File: src/rtl/tlc1543_pkg.sv
// Shared constants, state encoding and result helpers for the TLC1543 slave emulator.
package tlc1543_pkg;

  typedef logic [1:0] state_t;

  localparam state_t ST_IDLE    = 2'd0;
  localparam state_t ST_SHIFT   = 2'd1;
  localparam state_t ST_CONVERT = 2'd2;

  localparam logic [3:0] FRAME_LEN = 4'd10;
  localparam logic [3:0] ADDR_LEN  = 4'd4;

  localparam logic [3:0] ADDR_LAST_CH   = 4'hA;
  localparam logic [3:0] ADDR_TEST_MID  = 4'hB;
  localparam logic [3:0] ADDR_TEST_ZERO = 4'hC;
  localparam logic [3:0] ADDR_TEST_FULL = 4'hD;

  localparam logic [9:0] RESULT_MID_DEFAULT = 10'h200;
  localparam logic [9:0] RESULT_ZERO        = '0;
  localparam logic [9:0] RESULT_FULL        = '1;

  // Bit n of the frame, counted from the MSB.
  function automatic logic frame_bit(input logic [9:0] r, input logic [3:0] n);
    logic [9:0] s;
    s = r << n;
    return s[9];
  endfunction

  function automatic logic [9:0] conv_result(input logic [3:0] addr,
                                             input logic [9:0] ch_val,
                                             input logic [9:0] mid);
    logic [9:0] r;
    r = RESULT_ZERO;
    if (addr <= ADDR_LAST_CH) begin
      r = ch_val;
    end else begin
      case (addr)
        ADDR_TEST_MID:  r = mid;
        ADDR_TEST_ZERO: r = RESULT_ZERO;
        ADDR_TEST_FULL: r = RESULT_FULL;
        default:        r = RESULT_ZERO;
      endcase
    end
    return r;
  endfunction

endpackage

File: src/rtl/tlc1543_sync_edge.sv
// Multi-stage synchronizer for an asynchronous master line, with rise/fall pulses.
module tlc1543_sync_edge #(
  parameter int unsigned SYNC_STAGES = 2,
  parameter logic        RST_VAL     = 1'b0
) (
  input  logic clk_50m,
  input  logic rst_n,
  input  logic din,
  output logic level,
  output logic rise,
  output logic fall
);

  logic [SYNC_STAGES-1:0] sync_q;
  logic                   prev_q;

  always_ff @(posedge clk_50m or negedge rst_n) begin
    if (!rst_n) begin
      sync_q <= {SYNC_STAGES{RST_VAL}};
      prev_q <= RST_VAL;
    end else begin
      sync_q <= {sync_q[SYNC_STAGES-2:0], din};
      prev_q <= sync_q[SYNC_STAGES-1];
    end
  end

  assign level = sync_q[SYNC_STAGES-1];
  assign rise  = level & ~prev_q;
  assign fall  = ~level & prev_q;

endmodule

File: src/rtl/tlc1543_emu.sv
// Slave-side TLC1543 emulator: shifts out the previous result, emulates conversion time on EOC.
module tlc1543_emu
  import tlc1543_pkg::*;
#(
  parameter int unsigned CONV_CYCLES = 1050,
  parameter int unsigned SYNC_STAGES = 2,
  parameter logic [9:0]  TEST_MID    = RESULT_MID_DEFAULT
) (
  input  logic       clk_50m,
  input  logic       rst_n,
  input  logic       sclk_in,
  input  logic       cs_n_in,
  input  logic       addr_in,
  output logic       data_out,
  output logic       eoc_out,
  output logic [3:0] ch_sel,
  input  logic [9:0] ch_value,
  output logic       conv_done,
  output logic       frame_err
);

  localparam int unsigned           CONV_W    = $clog2(CONV_CYCLES + 1);
  localparam logic [CONV_W-1:0]     CONV_LAST = CONV_W'(CONV_CYCLES - 1);

  logic sclk_lvl, sclk_rise, sclk_fall;
  logic cs_lvl, cs_rise, cs_fall;
  logic addr_lvl, addr_rise, addr_fall;
  logic unused_sync;

  tlc1543_sync_edge #(.SYNC_STAGES(SYNC_STAGES), .RST_VAL(1'b0)) u_sync_sclk (
    .clk_50m(clk_50m), .rst_n(rst_n), .din(sclk_in),
    .level(sclk_lvl), .rise(sclk_rise), .fall(sclk_fall)
  );
  tlc1543_sync_edge #(.SYNC_STAGES(SYNC_STAGES), .RST_VAL(1'b1)) u_sync_cs (
    .clk_50m(clk_50m), .rst_n(rst_n), .din(cs_n_in),
    .level(cs_lvl), .rise(cs_rise), .fall(cs_fall)
  );
  tlc1543_sync_edge #(.SYNC_STAGES(SYNC_STAGES), .RST_VAL(1'b0)) u_sync_addr (
    .clk_50m(clk_50m), .rst_n(rst_n), .din(addr_in),
    .level(addr_lvl), .rise(addr_rise), .fall(addr_fall)
  );

  assign unused_sync = ^{sclk_lvl, addr_rise, addr_fall};

  state_t            state_q;
  logic [3:0]        bit_cnt_q;
  logic [3:0]        addr_sh_q;
  logic [9:0]        result_q;
  logic [CONV_W-1:0] conv_cnt_q;
  logic              pend_q;
  logic              pend_ovr_q;
  logic [3:0]        bit_nxt;
  logic [9:0]        new_result;

  assign bit_nxt    = (bit_cnt_q == FRAME_LEN) ? bit_cnt_q : bit_cnt_q + 4'd1;
  assign new_result = conv_result(ch_sel, ch_value, TEST_MID);

  always_ff @(posedge clk_50m or negedge rst_n) begin
    if (!rst_n) begin
      state_q    <= ST_IDLE;
      bit_cnt_q  <= '0;
      addr_sh_q  <= '0;
      result_q   <= '0;
      conv_cnt_q <= '0;
      pend_q     <= 1'b0;
      pend_ovr_q <= 1'b0;
      data_out   <= 1'b0;
      eoc_out    <= 1'b1;
      ch_sel     <= '0;
      conv_done  <= 1'b0;
      frame_err  <= 1'b0;
    end else begin
      conv_done <= 1'b0;
      frame_err <= 1'b0;
      case (state_q)
        ST_IDLE: begin
          if (cs_fall) begin
            bit_cnt_q <= '0;
            data_out  <= result_q[9];
            state_q   <= ST_SHIFT;
          end
        end

        ST_SHIFT: begin
          if (cs_rise) begin
            frame_err <= 1'b1;
            state_q   <= ST_IDLE;
          end else begin
            if (sclk_rise && (bit_cnt_q < ADDR_LEN)) begin
              addr_sh_q <= {addr_sh_q[2:0], addr_lvl};
            end
            if (sclk_fall) begin
              bit_cnt_q <= bit_nxt;
              if (bit_nxt < FRAME_LEN) begin
                data_out <= frame_bit(result_q, bit_nxt);
              end else begin
                ch_sel     <= addr_sh_q;
                eoc_out    <= 1'b0;
                conv_cnt_q <= '0;
                pend_q     <= 1'b0;
                pend_ovr_q <= 1'b0;
                state_q    <= ST_CONVERT;
              end
            end
          end
        end

        ST_CONVERT: begin
          conv_cnt_q <= conv_cnt_q + 1'b1;
          if (conv_cnt_q == CONV_LAST) begin
            result_q   <= new_result;
            eoc_out    <= 1'b1;
            conv_done  <= 1'b1;
            pend_q     <= 1'b0;
            pend_ovr_q <= 1'b0;
            bit_cnt_q  <= '0;
            // A pending frame that already clocked bits on the old result cannot restart cleanly.
            if (!cs_lvl && !(pend_q && (bit_cnt_q != 4'd0))) begin
              data_out <= new_result[9];
              state_q  <= ST_SHIFT;
            end else begin
              state_q  <= ST_IDLE;
            end
          end else if (cs_fall) begin
            pend_q     <= 1'b1;
            pend_ovr_q <= 1'b0;
            bit_cnt_q  <= '0;
            data_out   <= result_q[9];
          end else if (cs_rise) begin
            pend_q <= 1'b0;
          end else if (pend_q && !pend_ovr_q && sclk_fall) begin
            bit_cnt_q <= bit_nxt;
            if (bit_nxt < FRAME_LEN) begin
              data_out <= frame_bit(result_q, bit_nxt);
            end else begin
              frame_err  <= 1'b1;
              pend_ovr_q <= 1'b1;
            end
          end
        end

        default: state_q <= ST_IDLE;
      endcase
    end
  end

endmodule

File: config.mk
export PLATFORM = sky130hd
export DESIGN_NAME = tlc1543_emu
export DESIGN_NICKNAME = d
export VERILOG_FILES = /design/src/rtl/tlc1543_pkg.sv /design/src/rtl/tlc1543_sync_edge.sv /design/src/rtl/tlc1543_emu.sv
export SDC_FILE = /design/constraint.sdc
export NUM_CORES = 1
export LEC_CHECK = 0
export CAP_MARGIN = 5
export CORE_ASPECT_RATIO = 0.75
export CORE_MARGIN = 3
export CORE_UTILIZATION = 60
export CTS_BUF_LIST = sky130_fd_sc_hd__clkbuf_4
export CTS_CLUSTER_DIAMETER = 30
export DETAILED_ROUTE_END_ITERATION = 12
export GPL_ROUTABILITY_DRIVEN = 0
export GPL_TIMING_DRIVEN = 0
export PLACE_DENSITY = 0.9
export SYNTH_ARGS = -nofsm -noshare
export SYNTH_HDL_FRONTEND = slang
export SYNTH_HIERARCHICAL = 1
export SYNTH_SLANG_ARGS = --single-unit
export TNS_END_PERCENT = 5
File: constraint.sdc
create_clock -name clk_50m -period 2.62 [get_ports clk_50m]
set_input_delay 0.786 -clock clk_50m [delete_from_list [all_inputs] [get_ports clk_50m]]
set_output_delay 0.786 -clock clk_50m [all_outputs]
set_load 0.005 [all_outputs]
# After elaboration in Yosys (flattened, before gate mapping)
# Cells that the tools add are included.
# Widths: inputs -> output; s select.
# classes
eq_ne,18
n_reduce_logical,22
n_mux,56
n_addsub,2
magnitude_cmp,3
shifts,1
bitwise_logic,10
# ops
operator,count
$mux 11,3
$mux 4,8
$mux 1,30
$pmux 11 s2,1
$pmux 10 s2,1
$ne 4x4->1 const B,4
$reduce_and 7->1,2
$eq 4x4->1 const B,3
$pmux 4 s3,1
$reduce_and 4->1,3
$add 11x1->11 const B,1
$eq 11x11->1 const B,1
$mux 10,1
$mux 2,5
$ne 2x2->1 const B,5
$reduce_and 5->1,2
$shl 10x4->10,1
$ne 3x3->1 const B,3
$pmux 1 s2,4
$not 1->1,6
$pmux 2 s3,1
$reduce_and 6->1,1
$logic_and 1x1->1,5
$add 4x1->4 const B,1
14 further kinds,19
# word_totals
input_bits,15
output_inout_bits,8
regBits,49
wordCells,129

# Logic depth before layout (Yosys ltp)
# Gate-level depths: netlist (run 1).
# depth
ltp_word,9
depth_mapped,10
mapped_depth_nobuf,8

# Modules after synthesis
# The synthesis (run 1) kept the hierarchy.
# by_module_without_submodules
module,area_per_inst_um2,n_inst,seq_area_each_um2,cells_each
tlc1543_emu,2351.0,1,1027.2,243
tlc1543_sync_edge at u_sync_addr ...,90.1,2,75.1,5
tlc1543_sync_edge at u_sync_cs,93.8,1,78.8,5

# Worst setup path before layout (run 1)
# Ideal clock, no wire load.
# synth_path
path_kind,reg-to-reg
from,register bit_cnt_q[0]
to,register pend_q
t_arrival_ns,1.923
setup_time_ns,0.122
synth_period_minus_slack_ns,2.044
setup_slack_ns,0.576
required_time_ns,2.498
n_path_buf,1
stages_incl_launch_ff,9
path_cell_list,dfrtp_1 > buf_4 > inv_1 > ha_1 > nand2_1 > a211oi_2 > o31ai_2 > and2_1 > a32o_1
# synth_via
elab_chain_cells,5
word_cells_on_any_way,6
cone_classes,1 x add/sub; 1 x order compare; 2 x eq/ne; 1 x mux; 1 x reduce/logical
# synth_lines
element,line,source
from (decl),tlc1543_emu.sv:46,logic [3:0] bit_cnt_q;
from (signal assigned),tlc1543_emu.sv:93,bit_cnt_q <= bit_nxt;
from (signal assigned),tlc1543_emu.sv:132,bit_cnt_q <= bit_nxt;
$add 4x1->4 or $eq 4x4->1 (tied branches),tlc1543_emu.sv:55,assign bit_nxt = (bit_cnt_q == FRAME_LEN) ? bit_cnt_q : bit_cnt_q + 4'd1;
$mux 4 *,tlc1543_emu.sv:55,
$lt 4x4->1 *,tlc1543_emu.sv:94,if (bit_nxt < FRAME_LEN) begin
$ne 2x2->1 (no line) *,-,
$reduce_and 5->1 (no line) *,-,
to (signal assigned),tlc1543_emu.sv:65,pend_q <= 1'b0;
to (signal assigned),tlc1543_emu.sv:100,pend_q <= 1'b0;
to (signal assigned),tlc1543_emu.sv:114,pend_q <= 1'b0;
to (decl),tlc1543_emu.sv:50,logic pend_q;
# Every way passes the cells marked *; elsewhere a longest branch is shown, timed or not.
# A chain may end at the register's enable or synchronous reset.

# Final worst setup path (run 1)
# layout_path
from,register state_q[1]
to,register pend_q
# layout_via
elab_chain_cells,3
word_cells_on_any_way,9
cone_classes,6 x eq/ne; 1 x mux; 2 x reduce/logical
# layout_lines
element,line,source
from (decl),tlc1543_emu.sv:45,state_t state_q;
from (signal assigned),tlc1543_emu.sv:60,state_q <= ST_IDLE;
from (signal assigned),tlc1543_emu.sv:80,state_q <= ST_SHIFT;
from (signal assigned),tlc1543_emu.sv:87,state_q <= ST_IDLE;
$eq 2x2->1 or $eq 2x1->1 (tied branches),tlc1543_emu.sv:75,case (state_q)
$ne 4x4->1 (no line) (tied with other cells),-,
$reduce_and 5->1 (no line),-,
# Parallel ways exist; a longest one is shown, timed or not.

==> metrics, run 1 <==
initial antenna violation count=0; post-DR wirelength/cell=15.7 um; leakage power=1.29 nW; Core Util, Final=0.726; area grow syn2layout=15.2%; Critical Path Most Common Cell=nand2_1; mean post-synth cell area=10.1 um^2; max_slew headroom=0.642; maximum vdd drop=561 uV; mapped cell area=2580 um^2; Critical Path RT=2.91 ns; clock insertion delay at the later pin of the skew report=0.38 ns; DRC violations left=0; share of cells above drive strength 1=0.150; Crit Path Class=reg2reg; hold buffer count at cts=0; TritonRoute pass-1 iters=5; final setup vio count=0; clk sinks=49; H-Tree Depth=2; fin crit share=0.934; Vias/cell=5.96; CTS tree=built; Synthesized Nets=279; final worst setup slack=0.173 ns; DRT iter0 DRCs=180; die height=62.8 um; outcome=finished, final reports clean; FP Rows=20; # IOs=23; # fillers=292; FF+latch area=1230 um^2; pre-CTS setup slack=0.0923 ns; Max Cap Viol=0; Hold Slack=0.317 ns; Max clock buf depth=2; Worst Hold Class=in2async; clock skew=0.0168 ns; Post-Syn Instances=255; Tmin final=2.45 ns; r2r setup slk=0.17 ns; Slew Viols, Final=0; GRT Util Overall=0.227; first-pass GRT wire length=9110 um; Die X=81.8 um; final count of hold timing violations=0; DR vias=2031; synth warn=6; CP peak stage delay=0.43 ns; Critical Path Sink Type=flip-flop; Setup TNS Final=0 ns; CTS Buf Count=5; highest clock rate=0.409 GHz; post-route ant nets=0; worst slew pin tran=0.532 ns; Reg clk slew, reported paths=0.16 ns; area of the multi-input gates=1310 um^2; hpwl dp=4030 um; largest net degree at the start of global routing=32; Setup Buffers After CTS=0; CP Launch Type=flip-flop; Power Density=731 nW/um^2; crit path cell chain=inv_1 > ha_1 > nor2b_2 > nand2_1 > o31ai_4 > and2_1 > nand2_1 > a32o_1; DIE AREA=5140 um^2; Core Footprint=4100 um^2; Initial Util=0.630; GRT overflow=0; n_diodes=0; CP max FO=8; Port Buf Inserts=22; Critical Path AT=2.73 ns; number of global-route vias before repair=1926; final net count=309; CTS root buffer=clkbuf_4; final WL=5350 um; slowest CP cell=dfrtp_1
## registers in the layout, summed over array words and instances (netlist names)
| name | cells |
|---|---|
| u_sync_sclk/sync_q | 2 |
| conv_cnt_q | 11 |
| u_sync_sclk/prev_q | 1 |
| result_q | 10 |
| state_q | 2 |
| pend_q | 1 |
| pend_ovr_q | 1 |
| eoc_out | 1 |
| frame_err | 1 |
| u_sync_cs/sync_q | 2 |
| ch_sel | 4 |
| bit_cnt_q | 4 |
| data_out | 1 |
| addr_sh_q | 4 |
| conv_done | 1 |
| u_sync_cs/prev_q | 1 |
| u_sync_addr/sync_q | 2 |
## worst max-delay path, delay by kind of cell (launching register included)
| family | cells | cell delay (ns) |
|---|---|---|
| AO/OA/AOI/OAI | 2 | 0.59 |
| adder cells (fa/ha/maj) | 1 | 0.36 |
| buffers and inverters | 1 | 0.11 |
| flip-flops | 1 | 0.43 |
| AND/OR/NAND/NOR | 4 | 0.87 |
## through the flow
step	power (mW)	instance area [um^2]	cells
6_report	2.18	2980	341
5_1_grt	2.33	2980	341
4_1_cts	2.14	2950	341
3_5_place_dp	1.76	2890	333
3_3_place_gp	1.72	2870	332
2_1_floorplan	1.52	2580	255
## layout by cell type (no fill, tap or decap), types with 7 or more instances in the layout
cell,n
mux2_2,9
inv_1,8
o21ai_0,18
ha_1,9
clkdlybuf4s50_1,21
nand3_1,7
dfrtp_1,45
nand2_1,35
a21oi_1,17
nor2_1,12
## routing by layer
metal | share of wire | track usage | routed length (um)
met1 | 0.47 | 0.330 | 2500
met2 | 0.47 | 0.340 | 2500
met3 | 0.052 | 0.0476 | 280
met4 | 0.012 | 0.0685 | 66
met5 | 0 | 0 | 0
## power breakdown
group	switching, mW	internal [mW]	total (mW)
Sequential	0.0953	0.858	0.953
Combinational	0.489	0.360	0.849
Clock	0.263	0.112	0.375
Total	0.848	1.33	2.18
## area by class of cell
type | instances | area share
clock buffer | 5 | 0.0126
buffer | 7 | 0.0130
tap | 55 | 0.0231
inverter | 8 | 0.0101
sequential | 49 | 0.413
multi-input combinational | 191 | 0.441
clock inverter | 3 | 0.00840
timing repair buffer | 23 | 0.0790
## final timing paths
path,startpoint,end,depth (start not counted)
worst max register to register,state_q[1],pend_q,8
worst min-delay path,rst_n,result_q[4],1
max in group asynchronous,rst_n,u_sync_cs/sync_q[1],2
worst min register to register,u_sync_addr/sync_q[0],u_sync_addr/sync_q[1],0
min in group clk_50m,u_sync_addr/sync_q[0],u_sync_addr/sync_q[1],0
worst max-delay path,state_q[1],pend_q,8
## timing repair
item / 4_1_cts / 5_1_grt
gates resized for setup: 0 / 5
hold endpoints to repair: 0 / 0
endpoints found under the setup margin: 0 / 9
(Power assumes the default switching activity.)
==> run 2, diff against run 1 <==
Settings changed: SLEW_MARGIN set to 20.
==> results of run 2 <==
No change in the layout: final DEF, timing and power equal those of run 1.
==> run 3, diff against run 2 <==
Settings changed: CORE_ASPECT_RATIO 0.75 to 1.5.
==> run 3 against run 2 <==
Utilization increased by 0.22 points. Non-clock buffer count unchanged. Cell area decreased by 0.67%. Global-route usage increased by 0.30 points. First-iteration DRC count decreased by 14%. Wire length increased by 1.4%. Worst setup slack improved by 0.00088 ns. Largest cell class unchanged. Critical path depth unchanged. Die area increased by 0.15%. Maximum frequency about the same. Via count increased by 2.2%.
==> metrics, run 3 (synthesis results as in run 1) <==
Critical Path Most Common Cell=nand2_1 (unchanged); R2R depth=8 (unchanged); TritonRoute pass-1 iters=4 (was 5); die height=86.4 um (was 62.8 um); clk sinks=49 (unchanged); clock insertion delay at the later pin of the skew report=0.39 ns (was 0.38 ns); GRT overflow=0 (unchanged); # IOs=23 (unchanged); Port Buf Inserts=22 (unchanged); Reg clk slew, reported paths=0.17 ns (was 0.16 ns); Biggest register=conv_cnt_q (unchanged); Max Cap Viol=0 (unchanged); RSZ-0062 raised after global routing=no; DP Cell Count=323 (was 333); CP peak stage delay=0.43 ns (about the same); CTS Buf Count=5 (unchanged); most common cell after layout, fill and taps aside=dfrtp_1 (unchanged); Slew Viols, Final=0 (unchanged); initial antenna violation count=0 (unchanged); post-route ant nets=0 (unchanged); final count of hold timing violations=0 (unchanged); Critical Path AT=2.75 ns (was 2.73 ns); post-DR wirelength/cell=16.4 um (was 15.7 um); Die X=59.6 um (was 81.8 um); most frequent cells in the layout=dfrtp_1, nand2_1, clkdlybuf4s50_1 (unchanged); DR vias=2076 (was 2031); Crit Path Class=reg2reg (unchanged); slowest CP cell=dfrtp_1 (unchanged); max FFs per register=11 (unchanged); leakage power=1.29 nW (about the same); CTS tree=built (unchanged); fin crit share=0.934 (about the same); crit path cell chain=inv_1 > ha_1 > nor2b_1 > nand2_1 > o31ai_4 > and2_1 > nand2_1 > a32o_1 (was inv_1 > ha_1 > nor2b_2 > nand2_1 > o31ai_4 > and2_1 > nand2_1 > a32o_1); final WL=5430 um (was 5350 um); number of global-route vias before repair=2064 (was 1926); CP Launch Type=flip-flop (unchanged); Core Footprint=4060 um^2 (was 4100 um^2); GRT Util Overall=0.230 (was 0.227); biggest regs=conv_cnt_q (11), result_q (10) (unchanged); share of cells above drive strength 1=0.140 (was 0.150); hpwl dp=3910 um (was 4030 um); CP max FO=8 (unchanged); largest net degree at the start of global routing=30 (was 32); max_slew headroom=0.606 (was 0.642); non-filler instance count after layout=331 (was 341); FP Rows=28 (was 20); Worst Hold Class=in2async (unchanged); outcome=finished, final reports clean (unchanged); n_diodes=0 (unchanged); CTS root buffer=clkbuf_4 (unchanged); clock skew=0.0129 ns (was 0.0168 ns); Critical Path Sink Type=flip-flop (unchanged); DIE AREA=5150 um^2 (was 5140 um^2); Power Density=741 nW/um^2 (was 731 nW/um^2); H-Tree Depth=2 (unchanged); Tmin final=2.45 ns (about the same); worst slew pin tran=0.586 ns (was 0.532 ns); highest clock rate=0.409 GHz (about the same); area grow syn2layout=14.5% (was 15.2%); final net count=309 (unchanged); Critical Path RT=2.92 ns (was 2.91 ns); Vias/cell=6.27 (was 5.96); first-pass GRT wire length=9130 um (was 9110 um); Tot Pwr=2.19 mW (was 2.18 mW); DRC violations left=0 (unchanged); final setup vio count=0 (unchanged); maximum vdd drop=614 uV (was 561 uV); DRT iter0 DRCs=155 (was 180); Initial Util=0.636 (was 0.630); Max clock buf depth=2 (unchanged)
-- run 3: power by group --
group          leakage (nW)  switching (mW)  total [mW]  internal [mW]
clock                0.0381           0.284       0.403          0.119
combinational         0.663           0.480       0.834          0.354
sequential            0.590          0.0966       0.954          0.857
-- run 3: stage by stage --
step | area [um^2] | hold slack (ns) | setup TNS [ns] | setup slack, ns | utilization
floorplan | 2580 | 0.331 | 0 | 0.576 | -
global placement | 2860 | 0.334 | -24.99 | -0.552 | 0.704
detailed placement | 2880 | 0.336 | 0 | 0.105 | 0.708
CTS | 2940 | 0.345 | 0 | 0.0741 | 0.724
global route | 2960 | 0.355 | 0 | 0.0161 | 0.728
finish | 2960 | 0.328 | 0 | 0.173 | 0.728
-- run 3: timing repair --
item / 4_1_cts / 5_1_grt
gates resized for setup: 0 / 2
hold buffers: 0 / 0
setup endpoints to repair: 0 / 2
setup buffers: 0 / 0
-- run 3: area by class of cell --
type / count / area, um^2
timing repair buffer: 23 / 235
tap: 45 / 56.3
multi-input combinational: 191 / 1300
buffer: 7 / 38.8
inverter: 8 / 30.0
fill: 288 / 1100
sequential: 49 / 1230
clock buffer: 5 / 37.5
clock inverter: 3 / 28.8
-- run 3: worst paths after layout --
path                                     startpoint             endpoint  slack (ns)
max in group asynchronous                     rst_n  u_sync_cs/sync_q[0]        1.71
worst max-delay path                     state_q[1]               pend_q        0.17
worst min-delay path                          rst_n        conv_cnt_q[0]        0.33
min in group clk_50m            u_sync_cs/sync_q[0]  u_sync_cs/sync_q[1]        0.37
worst max register to register           state_q[1]               pend_q        0.17
worst min register to register  u_sync_cs/sync_q[0]  u_sync_cs/sync_q[1]        0.37
-- run 3: routing by layer --
layer  GRT usage  part of all wire  vias up
met5           0                 0        -
met4      0.0948             0.033        0
met3      0.0417             0.047       17
met2       0.408              0.54       78
met1       0.265              0.38     1001
li1            -                 -      980
-- run 3: critical path, delay by kind of cell (launching register included) --
kind	cells	cell delay (ns)
AND/OR/NAND/NOR	4	0.90
AO/OA/AOI/OAI	2	0.58
flip-flops	1	0.43
adder cells (fa/ha/maj)	1	0.34
buffers and inverters	1	0.11
